**config.mk**
```make
export PLATFORM = sky130hd
export DESIGN_NAME = axis_framer_esc
export DESIGN_NICKNAME = d
export VERILOG_FILES = /design/src/rtl/axis_framer_esc.sv
export SDC_FILE = /design/constraint.sdc
export NUM_CORES = 1
export LEC_CHECK = 0
export CORE_MARGIN = 2
export CORE_UTILIZATION = 45
export CTS_BUF_LIST = sky130_fd_sc_hd__clkbuf_4 sky130_fd_sc_hd__clkbuf_8
export CTS_CLUSTER_SIZE = 40
export DETAILED_ROUTE_END_ITERATION = 6
export PLACE_DENSITY = 0.81
export SYNTH_ARGS = -nofsm -noshare
export SYNTH_HDL_FRONTEND = slang
export SYNTH_SLANG_ARGS = --single-unit
```
**constraint.sdc**
```tcl
create_clock -name aclk -period 1.8 [get_ports aclk]
set_input_delay 0.27 -clock aclk [delete_from_list [all_inputs] [get_ports aclk]]
set_output_delay 0.27 -clock aclk [all_outputs]
set_load 0.02 [all_outputs]
```
**src/rtl/axis_framer_esc.sv**
```systemverilog
// axis_framer_esc: wraps each tlast-delimited AXI4-Stream packet as
// START [ID] payload STOP, escaping delimiter/escape values in ID and payload.
// Output is a single registered byte; there is no frame buffer.
module axis_framer_esc #(
  parameter logic [7:0] START_BYTE = 8'h7D,
  parameter logic [7:0] STOP_BYTE  = 8'h7E,
  parameter logic [7:0] ESC_BYTE   = 8'h7F,
  parameter logic [7:0] ESC_XOR    = 8'h20,
  parameter bit         ESCAPE_EN  = 1'b1,
  parameter bit         ID_EN      = 1'b0,
  parameter int         CNT_WIDTH  = 16
) (
  input  logic                 aclk,
  input  logic                 aresetn,
  input  logic                 target_tvalid,
  output logic                 target_tready,
  input  logic [7:0]           target_tdata,
  input  logic                 target_tlast,
  input  logic [7:0]           target_tid,
  output logic                 initiator_tvalid,
  input  logic                 initiator_tready,
  output logic [7:0]           initiator_tdata,
  output logic [CNT_WIDTH-1:0] frame_count
);

  typedef enum logic [2:0] {
    S_IDLE,
    S_ID,
    S_DATA,
    S_ESC_PEND,
    S_STOP
  } state_t;

  state_t     state_q, state_d;
  state_t     ret_q, ret_d;
  logic [7:0] id_q, id_d;
  logic [7:0] pend_q, pend_d;

  logic       slot_free;
  logic       load;
  logic [7:0] load_data;
  logic       load_delim;
  logic       delim_q;

  // True when a byte must be sent as ESC followed by (byte ^ ESC_XOR).
  function automatic logic esc_needed(input logic [7:0] b);
    return ESCAPE_EN && (b == START_BYTE || b == STOP_BYTE || b == ESC_BYTE);
  endfunction

  assign slot_free = !initiator_tvalid || initiator_tready;

  // Next-state, output-byte selection and input handshake.
  always_comb begin
    state_d       = state_q;
    ret_d         = ret_q;
    id_d          = id_q;
    pend_d        = pend_q;
    load          = 1'b0;
    load_data     = 8'h00;
    load_delim    = 1'b0;
    target_tready = 1'b0;
    case (state_q)
      S_IDLE: begin
        // The first beat only triggers START; it is consumed later in DATA.
        if (target_tvalid && slot_free) begin
          load      = 1'b1;
          load_data = START_BYTE;
          id_d      = target_tid;
          state_d   = ID_EN ? S_ID : S_DATA;
        end
      end
      S_ID: begin
        if (slot_free) begin
          load = 1'b1;
          if (esc_needed(id_q)) begin
            load_data = ESC_BYTE;
            pend_d    = id_q ^ ESC_XOR;
            ret_d     = S_DATA;
            state_d   = S_ESC_PEND;
          end else begin
            load_data = id_q;
            state_d   = S_DATA;
          end
        end
      end
      S_DATA: begin
        target_tready = slot_free;
        if (target_tvalid && slot_free) begin
          load = 1'b1;
          if (esc_needed(target_tdata)) begin
            load_data = ESC_BYTE;
            pend_d    = target_tdata ^ ESC_XOR;
            ret_d     = target_tlast ? S_STOP : S_DATA;
            state_d   = S_ESC_PEND;
          end else begin
            load_data = target_tdata;
            state_d   = target_tlast ? S_STOP : S_DATA;
          end
        end
      end
      S_ESC_PEND: begin
        if (slot_free) begin
          load      = 1'b1;
          load_data = pend_q;
          state_d   = ret_q;
        end
      end
      S_STOP: begin
        if (slot_free) begin
          load       = 1'b1;
          load_data  = STOP_BYTE;
          load_delim = 1'b1;
          state_d    = S_IDLE;
        end
      end
      default: state_d = S_IDLE;
    endcase
  end

  // Control state, latched ID and pending escaped byte.
  always_ff @(posedge aclk or negedge aresetn) begin
    if (!aresetn) begin
      state_q <= S_IDLE;
      ret_q   <= S_DATA;
      id_q    <= 8'h00;
      pend_q  <= 8'h00;
    end else begin
      state_q <= state_d;
      ret_q   <= ret_d;
      id_q    <= id_d;
      pend_q  <= pend_d;
    end
  end

  // Output byte register: loads when the slot is free, clears valid on handshake.
  always_ff @(posedge aclk or negedge aresetn) begin
    if (!aresetn) begin
      initiator_tvalid <= 1'b0;
      initiator_tdata  <= 8'h00;
      delim_q          <= 1'b0;
    end else if (load) begin
      initiator_tvalid <= 1'b1;
      initiator_tdata  <= load_data;
      delim_q          <= load_delim;
    end else if (initiator_tready) begin
      initiator_tvalid <= 1'b0;
    end
  end

  // Frame counter: counts delimiter STOPs (not payload bytes equal to STOP).
  always_ff @(posedge aclk or negedge aresetn) begin
    if (!aresetn) begin
      frame_count <= '0;
    end else if (initiator_tvalid && initiator_tready && delim_q) begin
      frame_count <= frame_count + {{(CNT_WIDTH-1){1'b0}}, 1'b1};
    end
  end

endmodule

```
==> results of run 1 <==
## Yosys cell counts (2+ instances only)
master	count
and2_1	2
mux2_4	2
a31oi_1	2
mux2_2	17
or2_2	2
nand2_1	19
a221oi_1	4
xor2_1	2
buf_6	2
nand3_1	6
or2b_1	2
xnor2_1	13
buf_2	2
nor3b_1	3
and4_1	3
mux2i_1	3
inv_1	4
dfrtp_1	46
clkbuf_1	2
nand2b_1	5
o21ai_0	7
a21oi_1	4
and3_1	3
o211ai_1	2
nor2b_1	2
nand4_1	5
nor2_1	8
## placed cells by master, fill, tap and decap left out, types with 5 or more instances in the layout
master,synthesis,routed
xnor2_1,13,13
nand3_1,6,6
nand2_1,19,19
nand4_1,5,5
o21ai_0,7,7
nand2b_1,5,5
dfrtp_1,46,46
clkbuf_8,0,5
mux2_2,17,17
buf_4,0,35
nor2_1,8,7
clkdlybuf4s50_1,0,44
## power by group
part | switching [uW] | total, uW | internal (uW)
Sequential | 231 | 1580 | 1350
Clock | 333 | 755 | 422
Combinational | 703 | 1510 | 804
## how the worst min path moves through the flow
stage	startpoint	endpoint	slack, ns	cells after the start
4_1_cts	aresetn	frame_count[3]$_DFFE_PN0P_	0.08	2
2_1_floorplan	aresetn	delim_q$_DFFE_PN0P_	-0.03	0
3_5_place_dp	aresetn	frame_count[3]$_DFFE_PN0P_	0.40	2
5_1_grt	aresetn	frame_count[2]$_DFFE_PN0P_	0.1	2
6_report	aresetn	frame_count[3]$_DFFE_PN0P_	0.05	2
3_3_place_gp	aresetn	frame_count[2]$_DFFE_PN0P_	0.39	2
## critical path, stage by stage, from the launching register on
cell	delay (ns)
dfrtp_1	0.41
or3b_4	0.42
buf_4	0.17
nor3_4	0.21
o21ai_4	0.13
mux2_4	0.31
## cell families (layout without fill, tap and decap cells)
group | count (synthesis) | in the layout
flops | 47 | 47
mux | 22 | 22
simple gates | 69 | 69
xor+xnor | 15 | 15
buf+inv | 10 | 92
fa+ha+maj | 1 | 1
compound gates | 31 | 31
## through the flow
step | instance area [um2] | utilization, %
finish | 3140 | 65.6
global route | 3140 | 65.6
CTS | 3120 | 65.2
detailed placement | 3010 | 63.0
global placement | 3010 | 63.0
floorplan | 2260 | -
## state kept, by name (all words and copies together) (netlist names)
name	count
id_q	8
pend_q	8
frame_count	16
state_q	3
initiator_tdata	8
ret_q	2
delim_q	1
initiator_tvalid	1
## per-layer routing
layer  up-vias  GRT usage [%]  wire [um]
li1        873              -          -
met1       880           25.6       2280
met2        55           34.5       2610
met3         6           3.48        209
met4         0           5.95         40
met5         -              0          0
## timing repair
| item | 4_1_cts | 5_1_grt |
|---|---|---|
| buffers inserted | 0 | 1 |
| setup endpoints to repair | 1 | 9 |
| gates resized for setup | 5 | 3 |
## final cells by class
class | count | area share [%]
Clock inverter | 1 | 0.956
Multi-Input combinational cell | 138 | 33.3
Tap cell | 67 | 2.67
Sequential cell | 47 | 37.5
Clock buffer | 6 | 2.43
Timing Repair Buffer | 81 | 22.7
Inverter | 4 | 0.478
==> impl_metrics.py, run 1 <==
metrics = {
    "synth": {
        "syn_area_mm2": 0.00226,
        "synth_edf_count": 0,
        "ys_seq_elements": 47,
        "ys_seq_area_share_pct": 52.1,
        "avgSynthCellArea_um2": 11.6,
        "yosysTopAreaCellShare_pct": 50.9,
        "synth.largest_area_cell": "dfrtp_1",
        "synth-adder-area-share_pct": 0.554,
        "async_flop_share_pct": 100,
        "synthSimpleGateAreaFrac_pct": 18.3,
        "synth_compound_area_share_pct": 9.69,
        "syn-num-nets": 217,
        "yosys_warnings": 0,
        "synth_top_family_by_area": "simple AND/OR/NAND/NOR gates",
        "synthMuxAreaShare_pct": 11.1,
        "synthTopCellsByArea": "dfrtp_1 (51%), mux2_2 (8.5%), xnor2_1 (5.0%)",
        "synthFlopType": "dfrtp_1",
        "synthXorXnorAreaFrac_pct": 5.81,
        "synthDistinctLibCells": 50,
        "syn-instance-count": 195,
    },
    "worst_setup_path": {
        "critPathRequiredTime_ns": 1.98,
        "crit_path_start_kind": "register",
        "cp-startpoint": "state_q[0]$_DFFE_PN0P_",
        "reg2reg_depth": 5,
        "r2r-start": "state_q[0]$_DFFE_PN0P_",
        "crit_fanout": 9,
        "cp-end-kind": "register",
        "arrival_ns": 1.95,
        "r2r-end": "pend_q[1]$_DFFE_PN0P_",
        "crit_end": "pend_q[1]$_DFFE_PN0P_",
        "crit_type": "reg -> reg",
        "r2r_slack_ns": 0.03,
    },
    "drt": {
        "drt_first_pass_iters": 5,
        "drc": 0,
        "routed_wirelength_mm": 5.14,
        "ant_nets": 0,
        "routedWlPerCell_um": 15.0,
        "vias": 1814,
        "drtIter0Drc": 87,
        "via_per_inst": 5.27,
    },
    "sta": {
        "fmax_ghz": 0.566,
        "maxSlewHeadroom_pct": 62.2,
        "min_period_over_period_pct": 98.1,
        "rsz0062_at_grt": "no",
        "slew_violations": 0,
        "holdWs_ns": 0.0522,
        "fin_crit_ns": 1.77,
        "setup_violations": 0,
        "fin_ws_ns": 0.0336,
        "worstMarginPinSlew_ns": 0.567,
        "worst_clock_skew_ns": 0.00658,
        "hold_viol_final": 0,
        "finalSetupTns_ns": 0,
    },
    "final_layout": {
        "nets": 299,
        "seqCellArea_mm2": 0.00118,
        "multi_input_area_mm2": 0.00105,
        "diodes": 0,
        "syn2layout_area_growth_pct": 39.0,
        "layout-drive-gt1-share_pct": 27.1,
        "fin_cells": 344,
        "fillers": 395,
    },
    "hold_path": {
        "hold_path_class": "in -> async",
    },
    "floorplanning": {
        "dieHeight_um": 74.9,
        "die-area_mm2": 0.00560,
        "start_util_pct": 47.2,
        "io_pins": 47,
        "core_mm2": 0.00479,
        "rows": 25,
        "die_w_um": 74.9,
    },
    "clock_network": {
        "cts_root_buf": "clkbuf_8",
        "hold_buffers": 0,
        "cts_sinks": 47,
        "clk_latency_ns": 0.29,
        "cts_max_path_buffers": 2,
        "cts_made_buffers": 5,
        "cts_tree": "built",
        "path_clk_slew_ns": 0.08,
        "cts.htree.levels": 2,
    },
    "global_routing": {
        "grt_max_degree": 48,
        "antenna_found_initial": 0,
        "grt_usage_pct": 19.9,
        "grt_pass1_vias": 1788,
        "grt_pass1_wl_mm": 8.40,
        "grt_overflow": 0,
    },
    "job": {
        "max_cap_violations": 0,
    },
    "placement": {
        "gp_congestion": 0.885,
        "dp_slack_ns": -0.180,
        "dp_hpwl_mm": 3.91,
        "dpl.cell_count": 336,
        "port_buffers": 46,
    },
    "pwr": {
        "fin_total_pwr_uw": 3840,
        "power.density_mw_per_mm2": 1220,
        "ir_worst_vdd_uv": 692,
        "leakage_uw": 0.00144,
    },
    "status": {
        "status": "complete, no violations",
    },
}
Note: power is estimated with default switching activity, not from simulation.
==> run 2, diff against run 1 <==
--- a/config.mk
+++ b/config.mk
@@ -7,7 +7,6 @@
 export LEC_CHECK = 0
 export CORE_MARGIN = 2
 export CORE_UTILIZATION = 45
-export CTS_BUF_LIST = sky130_fd_sc_hd__clkbuf_4 sky130_fd_sc_hd__clkbuf_8
 export CTS_CLUSTER_SIZE = 40
 export DETAILED_ROUTE_END_ITERATION = 6
 export PLACE_DENSITY = 0.81
==> constraint.sdc (replaced) <==
create_clock -name aclk -period 1.8 [get_ports aclk]
set_input_delay 0.36 -clock aclk [delete_from_list [all_inputs] [get_ports aclk]]
set_output_delay 0.36 -clock aclk [all_outputs]
set_load 0.02 [all_outputs]
==> run 2 against run 1 <==
Final area grew 2.1%. Worst setup slack worse by 0.012 ns. Sequential cell count unchanged. Critical path depth decreased by 2. Hold slack lost 0.017 ns. Clock-buffer cell count grew 2. Clock skew decreased by 0.0017 ns. Largest power group unchanged. Power is 0.68% higher. Via count up 0.28%. Sequential share of layout area shrank 0.74 points. Fmax is 0.66% lower. Highest routed layer unchanged. Clock power shrank 9.7%.
==> impl_metrics.py, run 2 (synthesis results as in run 1) <==
metrics = {
    "status": {
        "status": "complete, no violations",
    },
    "floorplanning": {
        "dieHeight_um": 74.9,
        "io_pins": 47,
        "start_util_pct": 47.2,
        "rows": 25,
        "die_w_um": 74.9,
        "core_mm2": 0.00479,
        "die-area_mm2": 0.00560,
    },
    "worst_setup_path": {
        "reg2reg_depth": 6,
        "critPathRequiredTime_ns": 1.44,
        "crit_type": "reg -> out",
        "r2r-start": "state_q[2]$_DFFE_PN0P_",
        "crit_fanout": 3,
        "crit_path_start_kind": "register",
        "cp-end-kind": "primary output",
        "arrival_ns": 1.42,
        "r2r-end": "pend_q[1]$_DFFE_PN0P_",
        "r2r_slack_ns": 0.03,
    },
    "clock_network": {
        "clk_latency_ns": 0.30,
        "path_clk_slew_ns": 0.08,
        "cts.htree.levels": 2,
        "cts_root_buf": "clkbuf_8",
        "cts_max_path_buffers": 2,
        "cts_sinks": 47,
        "cts_tree": "built",
        "cts_made_buffers": 5,
        "hold_buffers": 0,
    },
    "pwr": {
        "power.density_mw_per_mm2": 1200,
        "leakage_uw": 0.00146,
        "fin_total_pwr_uw": 3860,
        "ir_worst_vdd_uv": 1040,
    },
    "sta": {
        "worstMarginPinSlew_ns": 0.369,
        "min_period_over_period_pct": 98.8,
        "fin_crit_ns": 1.78,
        "worst_clock_skew_ns": 0.00486,
        "rsz0062_at_grt": "yes",
        "holdWs_ns": 0.0347,
        "hold_viol_final": 0,
        "slew_violations": 0,
        "fmax_ghz": 0.562,
        "setup_violations": 0,
        "maxSlewHeadroom_pct": 75.3,
    },
    "final_layout": {
        "fin_cells": 347,
        "syn2layout_area_growth_pct": 42.0,
        "regMostFlops": "frame_count",
        "multi_input_area_mm2": 0.00107,
        "largest_register_ffs": 16,
        "layout-drive-gt1-share_pct": 29.3,
        "nets": 301,
        "diodes": 0,
        "seqCellArea_mm2": 0.00118,
        "layout_common_cells": "dfrtp_1 (45), clkdlybuf4s50_1 (44), buf_4 (34)",
        "fillers": 374,
        "layout.cells.most_common": "dfrtp_1",
    },
    "placement": {
        "dp_hpwl_mm": 3.90,
        "port_buffers": 46,
        "dpl.cell_count": 336,
        "gp_congestion": 0.860,
    },
    "global_routing": {
        "grt_max_degree": 48,
        "grt_pass1_vias": 1861,
        "grt_usage_pct": 21.1,
        "antenna_found_initial": 0,
        "grt_pass1_wl_mm": 8.77,
        "grt_overflow": 0,
    },
    "drt": {
        "routedWlPerCell_um": 14.9,
        "drt_first_pass_iters": 4,
        "drc": 0,
        "via_per_inst": 5.24,
        "ant_nets": 0,
        "drtIter0Drc": 86,
        "vias": 1819,
        "routed_wirelength_mm": 5.16,
    },
    "hold_path": {
        "hold_path_class": "in -> async",
    },
    "job": {
        "max_cap_violations": 0,
    },
}
run 2: cell types whose count changed in the layout (fill, tap and decap cells not counted), sizes merged:
cell    delta
clkbuf     +2
buf        +2
bufinv     -1
run 2: repair_timing:
action	CTS	global route
buffers inserted	1	2
cloned	0	0
gates resized for setup	8	9
pin swaps	1	4
hold endpoints to repair	0	0
endpoints found under the setup margin	4	14
run 2: worst max path at each step:
stage / start / to / slack [ns] / cells after the start
6_report: state_q[2]$_DFFE_PN0P_ / target_tready / 0.02 / 3
5_1_grt: state_q[2]$_DFFE_PN0P_ / pend_q[1]$_DFFE_PN0P_ / -0.06 / 6
4_1_cts: state_q[2]$_DFFE_PN0P_ / target_tready / -0.003 / 3
3_5_place_dp: initiator_tready / target_tready / -0.26 / 4
3_3_place_gp: initiator_tready / target_tready / -0.29 / 4
2_1_floorplan: state_q[1]$_DFFE_PN0P_ / pend_q[1]$_DFFE_PN0P_ / 0.12 / 6
run 2: area by class of cell:
type	instances	share of cell area, %
Multi-Input combinational cell	138	33.3
Clock buffer	8	3.12
Timing Repair Buffer	83	23.8
Inverter	4	0.468
Sequential cell	47	36.7
Tap cell	67	2.61
run 2: power breakdown:
part / switching (uW) / total (uW) / internal [uW]
clock: 332 / 682 / 350
combinational: 727 / 1590 / 864
sequential: 244 / 1590 / 1350
total: 1300 / 3860 / 2560
run 2: worst max-delay path, stage by stage (launching register included):
cell,delay [ns]
dfrtp_2,0.44
or3b_4,0.43
nor2_4,0.12
buf_6,0.13
run 2: metal layers:
layer	wire length [um]	track usage [%]	vias to the layer above	part of all wire (%)
met5	0	0	-	0
met4	89	6.94	0	1.7
met3	223	5.22	10	4.3
met2	2610	36.3	50	51
met1	2240	26.2	893	43
li1	-	-	866	-
run 2: stage by stage:
| stage | setup TNS, ns | worst slack, ns | util (%) | cell area, um2 |
|---|---|---|---|---|
| 2_1_floorplan | 0 | 0.120 | - | 2260 |
| 5_1_grt | -0.159 | -0.0626 | 67.0 | 3210 |
| 6_report | 0 | 0.0218 | 67.0 | 3210 |
| 3_5_place_dp | -4.70 | -0.265 | 63.2 | 3030 |
| 3_3_place_gp | -3.92 | -0.294 | 63.2 | 3030 |
| 4_1_cts | -0.00495 | -0.00339 | 65.7 | 3140 |
